<file path="config.mk">
export PLATFORM = sky130hd
export DESIGN_NAME = mult_sequencer_flat
export DESIGN_NICKNAME = d
export VERILOG_FILES = /design/src/rtl/mult_sequencer_if.sv /design/src/rtl/mult_sequencer.sv /design/src/flat_wrapper.sv
export SDC_FILE = /design/constraint.sdc
export NUM_CORES = 1
export LEC_CHECK = 0
export CORE_ASPECT_RATIO = 0.8
export CORE_MARGIN = 5
export CORE_UTILIZATION = 48
export DETAILED_ROUTE_END_ITERATION = 8
export GPL_TIMING_DRIVEN = 0
export PLACE_DENSITY = 0.85
export SETUP_SLACK_MARGIN = 0.2
export SLEW_MARGIN = 20
export SYNTH_ARGS = -nofsm -noshare
export SYNTH_HDL_FRONTEND = slang
export SYNTH_SLANG_ARGS = --single-unit
</file>
<file path="constraint.sdc">
create_clock -name Clk -period 2.9 [get_ports Clk]
set_clock_uncertainty 0.05 [all_clocks]
set_input_delay 0.58 -clock Clk [delete_from_list [all_inputs] [get_ports Clk]]
set_output_delay 0.58 -clock Clk [all_outputs]
set_load 0.1 [all_outputs]
</file>
<file path="src/rtl/mult_sequencer_if.sv">
// Operand, adder and result signals of the sequential 8x8 signed multiplier.
// The master drives the operand controls and the adder sum; the slave is the sequencer.
interface mult_sequencer_if;
    logic       Run;
    logic       ClearA_LoadB;
    logic [7:0] SW;
    logic [8:0] add_a;
    logic [8:0] add_b;
    logic       add_sub;
    logic [8:0] add_sum;
    logic [7:0] Aval;
    logic [7:0] Bval;
    logic       Xval;
    logic       Done;
    logic       Busy;

    modport master (
        output Run, ClearA_LoadB, SW, add_sum,
        input  add_a, add_b, add_sub, Aval, Bval, Xval, Done, Busy
    );

    modport slave (
        input  Run, ClearA_LoadB, SW, add_sum,
        output add_a, add_b, add_sub, Aval, Bval, Xval, Done, Busy
    );
endinterface

</file>
<file path="src/rtl/mult_sequencer.sv">
// Shift-add signed 8x8 multiplier sequencer driving an external 9-bit adder.
// The final partial product is subtracted, so {A,B} ends as the signed product S x B.
module mult_sequencer (
    input  logic            Clk,
    input  logic            Reset_n,
    mult_sequencer_if.slave bus
);
    localparam int unsigned DATA_W = 8;
    localparam int unsigned CNT_W  = 3;
    localparam logic [CNT_W-1:0] CNT_LAST = '1;

    typedef enum logic [1:0] {
        ST_IDLE  = 2'd0,
        ST_ADD   = 2'd1,
        ST_SHIFT = 2'd2,
        ST_HOLD  = 2'd3
    } state_e;

    state_e            state_q, state_d;
    logic [DATA_W-1:0] a_q, a_d;
    logic [DATA_W-1:0] b_q, b_d;
    logic [DATA_W-1:0] s_q, s_d;
    logic              x_q, x_d;
    logic [CNT_W-1:0]  cnt_q, cnt_d;
    logic              done_q, done_d;
    logic              busy_q, busy_d;
    logic              add_sub_q, add_sub_d;

    // State and datapath registers
    always_ff @(posedge Clk or negedge Reset_n) begin
        if (!Reset_n) begin
            state_q   <= ST_IDLE;
            a_q       <= '0;
            b_q       <= '0;
            s_q       <= '0;
            x_q       <= 1'b0;
            cnt_q     <= '0;
            done_q    <= 1'b0;
            busy_q    <= 1'b0;
            add_sub_q <= 1'b0;
        end else begin
            state_q   <= state_d;
            a_q       <= a_d;
            b_q       <= b_d;
            s_q       <= s_d;
            x_q       <= x_d;
            cnt_q     <= cnt_d;
            done_q    <= done_d;
            busy_q    <= busy_d;
            add_sub_q <= add_sub_d;
        end
    end

    // Next-state and datapath update
    always_comb begin
        state_d = state_q;
        a_d     = a_q;
        b_d     = b_q;
        s_d     = s_q;
        x_d     = x_q;
        cnt_d   = cnt_q;

        case (state_q)
            ST_IDLE: begin
                if (bus.ClearA_LoadB) begin
                    b_d = bus.SW;
                    a_d = '0;
                    x_d = 1'b0;
                end else if (bus.Run) begin
                    s_d     = bus.SW;
                    a_d     = '0;
                    x_d     = 1'b0;
                    cnt_d   = '0;
                    state_d = ST_ADD;
                end
            end
            ST_ADD: begin
                if (b_q[0]) begin
                    x_d = bus.add_sum[DATA_W];
                    a_d = bus.add_sum[DATA_W-1:0];
                end
                state_d = ST_SHIFT;
            end
            ST_SHIFT: begin
                a_d = {x_q, a_q[DATA_W-1:1]};
                b_d = {a_q[0], b_q[DATA_W-1:1]};
                if (cnt_q == CNT_LAST) begin
                    state_d = ST_HOLD;
                end else begin
                    cnt_d   = cnt_q + CNT_W'(1);
                    state_d = ST_ADD;
                end
            end
            ST_HOLD: begin
                if (!bus.Run) begin
                    state_d = ST_IDLE;
                end
            end
            default: state_d = ST_IDLE;
        endcase

        // Status flags are registered from the state being entered
        done_d    = (state_d == ST_HOLD);
        busy_d    = (state_d == ST_ADD) || (state_d == ST_SHIFT);
        add_sub_d = (state_d == ST_ADD) && (cnt_d == CNT_LAST);
    end

    assign bus.add_a   = {a_q[DATA_W-1], a_q};
    assign bus.add_b   = {s_q[DATA_W-1], s_q};
    assign bus.add_sub = add_sub_q;
    assign bus.Aval    = a_q;
    assign bus.Bval    = b_q;
    assign bus.Xval    = x_q;
    assign bus.Done    = done_q;
    assign bus.Busy    = busy_q;
endmodule

</file>
<file path="src/flat_wrapper.sv">
// flat-port wrapper written by rule: the top's interface ports become plain ports
module mult_sequencer_flat 
  (Clk, Reset_n, bus_Run, bus_ClearA_LoadB, bus_SW, bus_add_sum, bus_add_a, bus_add_b, bus_add_sub, bus_Aval, bus_Bval, bus_Xval, bus_Done, bus_Busy);
  mult_sequencer_if bus_i ();
  input  logic Clk;
  input  logic Reset_n;
  input wire logic [$bits(bus_i.Run)-1:0] bus_Run;
  input wire logic [$bits(bus_i.ClearA_LoadB)-1:0] bus_ClearA_LoadB;
  input wire logic [$bits(bus_i.SW)-1:0] bus_SW;
  input wire logic [$bits(bus_i.add_sum)-1:0] bus_add_sum;
  output wire logic [$bits(bus_i.add_a)-1:0] bus_add_a;
  output wire logic [$bits(bus_i.add_b)-1:0] bus_add_b;
  output wire logic [$bits(bus_i.add_sub)-1:0] bus_add_sub;
  output wire logic [$bits(bus_i.Aval)-1:0] bus_Aval;
  output wire logic [$bits(bus_i.Bval)-1:0] bus_Bval;
  output wire logic [$bits(bus_i.Xval)-1:0] bus_Xval;
  output wire logic [$bits(bus_i.Done)-1:0] bus_Done;
  output wire logic [$bits(bus_i.Busy)-1:0] bus_Busy;
  assign bus_i.Run = bus_Run;
  assign bus_i.ClearA_LoadB = bus_ClearA_LoadB;
  assign bus_i.SW = bus_SW;
  assign bus_i.add_sum = bus_add_sum;
  assign bus_add_a = bus_i.add_a;
  assign bus_add_b = bus_i.add_b;
  assign bus_add_sub = bus_i.add_sub;
  assign bus_Aval = bus_i.Aval;
  assign bus_Bval = bus_i.Bval;
  assign bus_Xval = bus_i.Xval;
  assign bus_Done = bus_i.Done;
  assign bus_Busy = bus_i.Busy;
  mult_sequencer u_core (.Clk(Clk), .Reset_n(Reset_n), .bus(bus_i));
endmodule
</file>
==> out/metrics.csv, run 1 <==
stage,metric,value,unit
synth,syn_area_per_cell,11.1,µm²
placement,hpwl,3.07,mm
synth,synth_cell_types,29,
final_layout,stdcell_count,258,
worst_setup_path,cp_max_fo,5,
route,ant_nets,0,
route,firstDrtPassIters,4,
global_routing,grt_pass1_wl,6.81,mm
placement,gp_congestion,0.887,
clock_network,cts_root_buf,clkbuf_8,
clock_network,cts_tree,yes,
final_layout,diodes,0,
worst_setup_path,crit_path_start_kind,register,
global_routing,grt_pass1_vias,1507,
route,wl,4.16,mm
floorplanning,row_count,19,
outcome,status,"complete, no violations",
worst_setup_path,timing.rr.start,u_core.state_q[0]$_DFF_PN0_,
floorplanning,dieArea,4750,µm²
clock_network,cts_hold_buf,0,
route,dr.first_iter.drc_count,82,
worst_setup_path,endpoint_kind,output pin,
clock_network,cts_made_buffers,5,
sta,tightest_slew,986,ps
synth,syn_area,1670,µm²
route,wl_per_cell,16.1,µm
floorplanning,io_pins,59,
route,vias_per_cell,5.59,
global_routing,grt_max_degree,34,
clock_network,cts_sinks,33,
synth,synth_largest_area_cell,dfrtp_1,
sta,hold_violations,0,
worst_setup_path,cp.arrival,1970,ps
sta,fin_crit,2600,ps
worst_setup_path,required,2270,ps
route,drc,0,
placement,dp_cells,250,
final_layout,layout-drive-gt1-share,18.5,%
clock_network,clk_latency,300,ps
clock_network,htreeDepth,2,
floorplanning,coreArea,3400,µm²
synth,synth_area_leaders,"dfrtp_1, mux2_2, o22ai_1",
synth,yosysWarnings,0,
flow_run,maxCapViolCount,0,
placement,port_buffers,58,
worst_setup_path,critPathKind,register to output pin,
clock_network,post-cts-setup-buffers,0,
sta,finalSetupTns,0,ps
synth,netlist.area_leader.share,49.6,%
global_routing,grt.overflow.total,0,
sta,setup_viol,0,
sta,max_freq,385,MHz
route,via_count,1442,
synth,netlist_instances,150,
floorplanning,initial_core_util,49.0,%
floorplanning,die_x,75.9,µm
clock_network,clock_path_buffers,2,
global_routing,antenna_found_initial,0,
clock_network,path_clk_slew,70,ps
synth,synth_seq_cells,33,
final_layout,area_growth,44.9,%
sta,slew_headroom,34.1,%
final_layout,nNetsFinal,243,
sta,final_max_slew_viol_count,0,
sta,rsz0062_at_grt,false,
sta,finalCritPeriodShare,89.6,%
worst_setup_path,crit_start,u_core.bus.Aval[7]$_DFFE_PN0P_,
clock_network,cts_resized,0,
floorplanning,die_h,62.7,µm
hold_path,hold_path_class,primary input to async pin,
synth,yosysSeqAreaShare,49.6,%
synth,synth_nets,178,
global_routing,grt_use_total,18.8,%
registers in the layout, indices dropped and copies added (netlist names), 2 cells and up:
name,cells
u_core.bus.Bval,8
u_core.s_q,8
u_core.cnt_q,3
u_core.state_q,2
u_core.bus.Aval,8
cells in the final DEF (no fill, tap or decap), types with 2 or more instances in the layout:
cell / instances
a21oi_1: 9
a22oi_1: 8
buf_2: 3
buf_4: 10
clkbuf_1: 3
clkbuf_8: 6
clkdlybuf4s50_1: 57
dfrtp_1: 33
ha_1: 7
inv_1: 5
mux2_2: 16
nand2_1: 8
nand2b_1: 2
nand3_1: 2
nor2b_1: 8
o21ai_0: 5
o22ai_1: 18
path summary, 6_finish.rpt:
kind / endpoint / slack (ps) / cells after the start
worst max register to register: u_core.bus.add_sub$_DFF_PN0_ / 620 / 8
min in group Clk: u_core.s_q[3]$_DFFE_PN0P_ / 460 / 1
worst min register to register: u_core.s_q[3]$_DFFE_PN0P_ / 460 / 1
worst max-delay path: bus_add_a[7] / 300 / 2
worst min-delay path: u_core.cnt_q[1]$_DFF_PN0_ / 280 / 1
max in group asynchronous: u_core.s_q[1]$_DFFE_PN0P_ / 2060 / 1
routing by layer:
layer	track usage (%)	share of wire [%]	wire, µm	vias up
met5	0	0	0	-
met4	7.86	1.5	61	0
met3	6.11	7.1	297	7
met2	30.7	50	2060	49
met1	22.1	42	1730	717
li1	-	-	-	669
stage by stage:
step	utilization, %	hold slack (ps)	area (µm²)	worst slack, ps
after detailed placement	67.5	445	2290	308
after CTS	71.0	309	2410	299
after floorplan	-	234	1670	825
after global routing	71.0	343	2410	250
final	71.0	283	2410	300
after global placement	67.6	436	2300	339
cell families (layout without fill, tap and decap cells):
| group | after synthesis | count (layout) | share of synthesized area [%] |
|---|---|---|---|
| xor+xnor | 1 | 1 | 0.526 |
| compound gates | 45 | 45 | 16.8 |
| simple gates | 26 | 26 | 9.24 |
| mux | 17 | 17 | 11.4 |
| flops | 33 | 33 | 49.6 |
| fa+ha+maj | 7 | 7 | 5.26 |
| buf+inv | 21 | 87 | 7.14 |
layout make-up:
type	instances	area, µm²
clock buffers	6	82.6
fillers	239	986
flip-flops and latches	33	826
inverters	6	22.5
clock inverters	2	37.5
plain buffers	15	96.3
multi-input cells	96	721
repair buffers	58	576
well taps	42	52.6
synthesized netlist by cell type, drive strengths merged:
master	number
nand2	8
ha	7
a22o	1
nor2b	8
a21oi	9
mux2i	1
a21o	1
and4	1
nor3	1
mux2	16
inv	5
a31oi	1
clkbuf	3
dfrtp	33
o21ai	5
a21boi	1
nor2	2
o211ai	1
nand2b	2
clkinv	1
xnor2	1
a22oi	8
buf	12
o22ai	18
nand3	2
and2b	1
nand3b	1
worst max-delay path, cell delays in order, from the launching register on:
cell             delay, ps
dfrtp_1                420
buf_4                  130
clkdlybuf4s50_1       1120
Power of run 1 is not shown: default switching activity piles up to over one toggle a cycle in this logic, so the estimate is an artifact.
==> run 2, diff against run 1 <==
Settings changed: GPL_TIMING_DRIVEN 0 to not set.
==> run 2 against run 1 <==
Net effect: global-route usage shrank 0.26 points; critical path type is now register to register; worst setup slack gained 460 ps; sequential share of layout area grew 2.4 points; critical endpoint is now u_core.bus.Aval[5]$_DFFE_PN0P_.
==> out/metrics.csv, run 2 (synthesis gave the netlist of run 1 again) <==
stage,metric,value,unit
clock_network,cts_hold_buf,0,
route,drc,0,
worst_setup_path,cp_cell_sequence,inv_1 > ha_1 > buf_4 > nand2b_1 > nor2_2 > nor3_4 > mux2_2,
worst_setup_path,cp_slowest_cell,dfrtp_1,
sta,fin_crit,2130,ps
route,wl_per_cell,16.7,µm
final_layout,regArea,826,µm²
floorplanning,row_count,19,
final_layout,layout-drive-gt1-share,33.2,%
final_layout,utilization,66.3,%
sta,setup_viol,0,
sta,max_freq,468,MHz
outcome,status,"complete, no violations",
final_layout,n_fill_cell,266,
placement,hpwl,3.02,mm
worst_setup_path,cpPeakStageDelay,430,ps
final_layout,area_growth,35.3,%
worst_setup_path,path_depth,7,
sta,finalSetupTns,0,ps
final_layout,final_cell_mix,"buf_4, dfrtp_1, clkdlybuf4s50_1",
final_layout,final_common_cell,buf_4,
worst_setup_path,required,3030,ps
clock_network,cts_sinks,33,
global_routing,grt_use_total,18.5,%
final_layout,nNetsFinal,232,
worst_setup_path,endpoint_kind,register,
worst_setup_path,crit_path_start_kind,register,
worst_setup_path,cp_max_fo,13,
worst_setup_path,critPathKind,register to register,
route,via_count,1397,
sta,tightest_slew,506,ps
worst_setup_path,critical-path-top-delay-family,simple AND/OR/NAND/NOR gates,
clock_network,path_clk_slew,70,ps
hold_path,holdPathStages,1,
worst_setup_path,cp_num_buf_inv,2,
worst_setup_path,cp.arrival,2260,ps
worst_setup_path,r2r.worst_path.cells,7,
floorplanning,initial_core_util,49.0,%
hold_path,hold_path_class,register to register,
route,wl,4.12,mm
route,dr.first_iter.drc_count,68,
route,vias_per_cell,5.66,
sta,rsz0062_at_grt,false,
floorplanning,io_pins,59,
floorplanning,die_x,75.9,µm
clock_network,htreeDepth,2,
global_routing,grt_max_degree,34,
clock_network,cts_root_buf,clkbuf_8,
final_layout,multi_input_area,721,µm²
flow_run,maxCapViolCount,0,
placement,gp_congestion,0.802,
sta,hold_violations,0,
clock_network,cts_made_buffers,5,
global_routing,grt_pass1_vias,1425,
global_routing,grt_pass1_wl,6.71,mm
floorplanning,die_h,62.7,µm
clock_network,clock_path_buffers,2,
clock_network,cts_resized,0,
clock_network,clk_latency,290,ps
global_routing,grt.overflow.total,0,
global_routing,antenna_found_initial,0,
floorplanning,dieArea,4750,µm²
placement,port_buffers,58,
sta,final_max_slew_viol_count,0,
clock_network,post-cts-setup-buffers,0,
sta,finalCritPeriodShare,73.6,%
route,ant_nets,0,
route,firstDrtPassIters,4,
final_layout,diodes,0,
sta,holdWs,460,ps
sta,slew_headroom,66.3,%
floorplanning,coreArea,3400,µm²
clock_network,cts_tree,yes,
run 2: path summary, 6_finish.rpt:
| path | slack, ps | to | startpoint |
|---|---|---|---|
| min in group asynchronous | 640 | u_core.bus.Done$_DFF_PN0_ | Reset_n |
| hold / removal | 460 | u_core.s_q[3]$_DFFE_PN0P_ | u_core.s_q[3]$_DFFE_PN0P_ |
| max in group asynchronous | 1860 | u_core.bus.Bval[5]$_DFFE_PN0P_ | Reset_n |
| hold reg to reg | 460 | u_core.s_q[3]$_DFFE_PN0P_ | u_core.s_q[3]$_DFFE_PN0P_ |
| setup reg to reg | 770 | u_core.bus.Aval[5]$_DFFE_PN0P_ | u_core.state_q[0]$_DFF_PN0_ |
| setup / recovery | 770 | u_core.bus.Aval[5]$_DFFE_PN0P_ | u_core.state_q[0]$_DFF_PN0_ |
run 2: worst reg2reg max path, stage by stage (launching register included):
cell      delay (ps)
dfrtp_1          430
inv_1            100
ha_1             260
buf_4            200
nand2b_1         150
nor2_2            70
nor3_4           380
mux2_2           390
run 2: metal layers:
| metal | global-route usage, % | routed length, µm | share of wire (%) | vias to the layer above |
|---|---|---|---|---|
| met3 | 9.16 | 372 | 9.0 | 8 |
| met4 | 6.33 | 64 | 1.6 | 0 |
| met2 | 28.3 | 1990 | 48 | 51 |
| met1 | 22.3 | 1700 | 41 | 690 |
| li1 | - | - | - | 648 |
| met5 | 0 | 0 | 0 | - |
run 2: area by class of cell:
cell class,count,area share [%]
timing repair buffer,62,22.9
clock inverter,1,1.33
inverter,6,0.999
tap,42,2.33
sequential,33,36.6
multi-input combinational,96,32.0
clock buffer,7,3.83
run 2: metrics by stage:
stage / setup WS [ps] / instances / cell area, µm²
finish: 765 / 247 / 2250
global route: 598 / 247 / 2250
CTS: 766 / 247 / 2250
detailed placement: 597 / 239 / 2140
global placement: 660 / 239 / 2140
floorplan: 825 / 150 / 1670
Power of run 2 is left out for the same reason.
==> run 3, diff against run 2 <==
Settings changed: CORE_UTILIZATION 48 to 44, PLACE_DENSITY 0.85 to 0.79.
Clock period 2.9 ns to 2.2 ns, I/O delays scaled along.
==> run 3 against run 2 <==
Net effect: worst setup slack worse by 440 ps; sequential share of layout area is 0.26 points higher; flip-flop and latch count stayed put; die area is 7.7% higher; final area is 0.56% lower; worst hold slack worse by 1.9 ps; critical endpoint is now u_core.bus.Aval[3]$_DFFE_PN0P_; highest routed layer unchanged.
==> out/metrics.csv, run 3 (synthesis gave the netlist of run 1 again) <==
stage,metric,value,unit
outcome,status,"complete, no violations",
route,firstDrtPassIters,4,
sta,setup_viol,0,
final_layout,area_growth,34.6,%
sta,fin_crit,1870,ps
clock_network,clock_path_buffers,2,
sta,max_freq,534,MHz
sta,final_max_slew_viol_count,0,
worst_setup_path,required,2310,ps
floorplanning,die_x,78.8,µm
global_routing,grt_max_degree,34,
floorplanning,coreArea,3730,µm²
floorplanning,die_h,65.0,µm
route,vias_per_cell,5.42,
worst_setup_path,endpoint_kind,register,
final_layout,n_fill_cell,320,
worst_setup_path,cp_cell_sequence,clkdlybuf4s50_1 > nand2b_1 > nor2_2 > nor3_4 > mux2_2,
sta,slew_headroom,72.2,%
sta,finalCritPeriodShare,85.1,%
floorplanning,io_pins,59,
sta,tightest_slew,415,ps
route,dr.first_iter.drc_count,64,
worst_setup_path,r2r_end,u_core.bus.Aval[3]$_DFFE_PN0P_,
worst_setup_path,cp_slowest_cell,clkdlybuf4s50_1,
worst_setup_path,critPathKind,primary input to register,
clock_network,clk_latency,280,ps
worst_setup_path,crit_start,bus_ClearA_LoadB,
global_routing,grt.overflow.total,0,
route,wl,3.96,mm
worst_setup_path,regToRegSetupSlack,340,ps
final_layout,final_common_cell,buf_4,
clock_network,cts_root_buf,clkbuf_8,
worst_setup_path,timing.rr.start,u_core.state_q[0]$_DFF_PN0_,
floorplanning,row_count,20,
route,via_count,1361,
route,ant_nets,0,
clock_network,post-cts-setup-buffers,0,
placement,place_area,2160,µm²
final_layout,layout-drive-gt1-share,34.8,%
clock_network,htreeDepth,2,
clock_network,path_clk_slew,70,ps
route,wl_per_cell,15.8,µm
sta,hold_violations,0,
sta,finalSetupTns,0,ps
clock_network,cts_hold_buf,0,
clock_network,cts_tree,yes,
final_layout,regArea,827,µm²
clock_network,cts_resized,0,
route,drc,0,
final_layout,finalInstanceArea,2240,µm²
final_layout,diodes,0,
final_layout,nNetsFinal,234,
placement,port_buffers,58,
hold_path,hold_path_class,register to register,
worst_setup_path,r2r.worst_path.cells,6,
global_routing,grt_use_total,16.2,%
worst_setup_path,cp.arrival,1980,ps
worst_setup_path,cp_max_fo,8,
clock_network,cts_made_buffers,5,
clock_network,cts_sinks,33,
final_layout,multi_input_area,723,µm²
placement,hpwl,3.01,mm
global_routing,antenna_found_initial,0,
floorplanning,dieArea,5120,µm²
final_layout,final_cell_mix,"buf_4, dfrtp_1, clkdlybuf4s50_1",
floorplanning,initial_core_util,44.7,%
worst_setup_path,crit_path_end,u_core.bus.Aval[3]$_DFFE_PN0P_,
placement,gp_congestion,0.764,
sta,rsz0062_at_grt,false,
worst_setup_path,cpPeakStageDelay,520,ps
flow_run,maxCapViolCount,0,
worst_setup_path,crit_path_start_kind,primary input,
global_routing,grt_pass1_wl,6.42,mm
global_routing,grt_pass1_vias,1312,
run 3: worst max-delay path: cells and delay by family:
| kind | cells | cell delay, ps |
|---|---|---|
| buffers and inverters | 1 | 520 |
| muxes | 1 | 390 |
| and+or+nand+nor | 3 | 630 |
run 3: stage by stage:
step                      cells  utilization, %  hold slack, ps  setup slack, ps
after global routing        251            60.1             493              220
after floorplan             150               -            94.4              262
after CTS                   251            60.0             467              294
after global placement      243            57.8             438              100
final                       251            60.1             458              327
after detailed placement    243            57.8             451             26.4
run 3: layout make-up:
class                      count  share of cell area, %
clock buffer                   6                   3.24
clock inverter                 2                  0.447
inverter                       6                   1.01
multi-input combinational     96                   32.3
sequential                    33                   36.9
tap                           44                   2.46
timing repair buffer          64                   23.7
run 3: per-layer routing:
layer	global-route usage (%)	vias up	part of all wire, %
met5	0	-	0
met4	5.90	0	1.5
met3	5.42	7	8.4
met2	25.3	51	47
met1	20.9	647	43
li1	-	656	-
run 3: worst min-delay path by stage:
stage	from	cells past startpoint	slack, ps	to
3_5_place_dp	u_core.s_q[3]$_DFFE_PN0P_	1	450	u_core.s_q[3]$_DFFE_PN0P_
5_1_grt	u_core.s_q[3]$_DFFE_PN0P_	1	490	u_core.s_q[3]$_DFFE_PN0P_
4_1_cts	u_core.s_q[3]$_DFFE_PN0P_	1	470	u_core.s_q[3]$_DFFE_PN0P_
2_1_floorplan	Reset_n	0	90	u_core.bus.Aval[0]$_DFFE_PN0P_
3_3_place_gp	u_core.s_q[5]$_DFFE_PN0P_	1	440	u_core.s_q[5]$_DFFE_PN0P_
6_report	u_core.s_q[3]$_DFFE_PN0P_	1	460	u_core.s_q[3]$_DFFE_PN0P_
Power of run 3 is left out for the same reason.
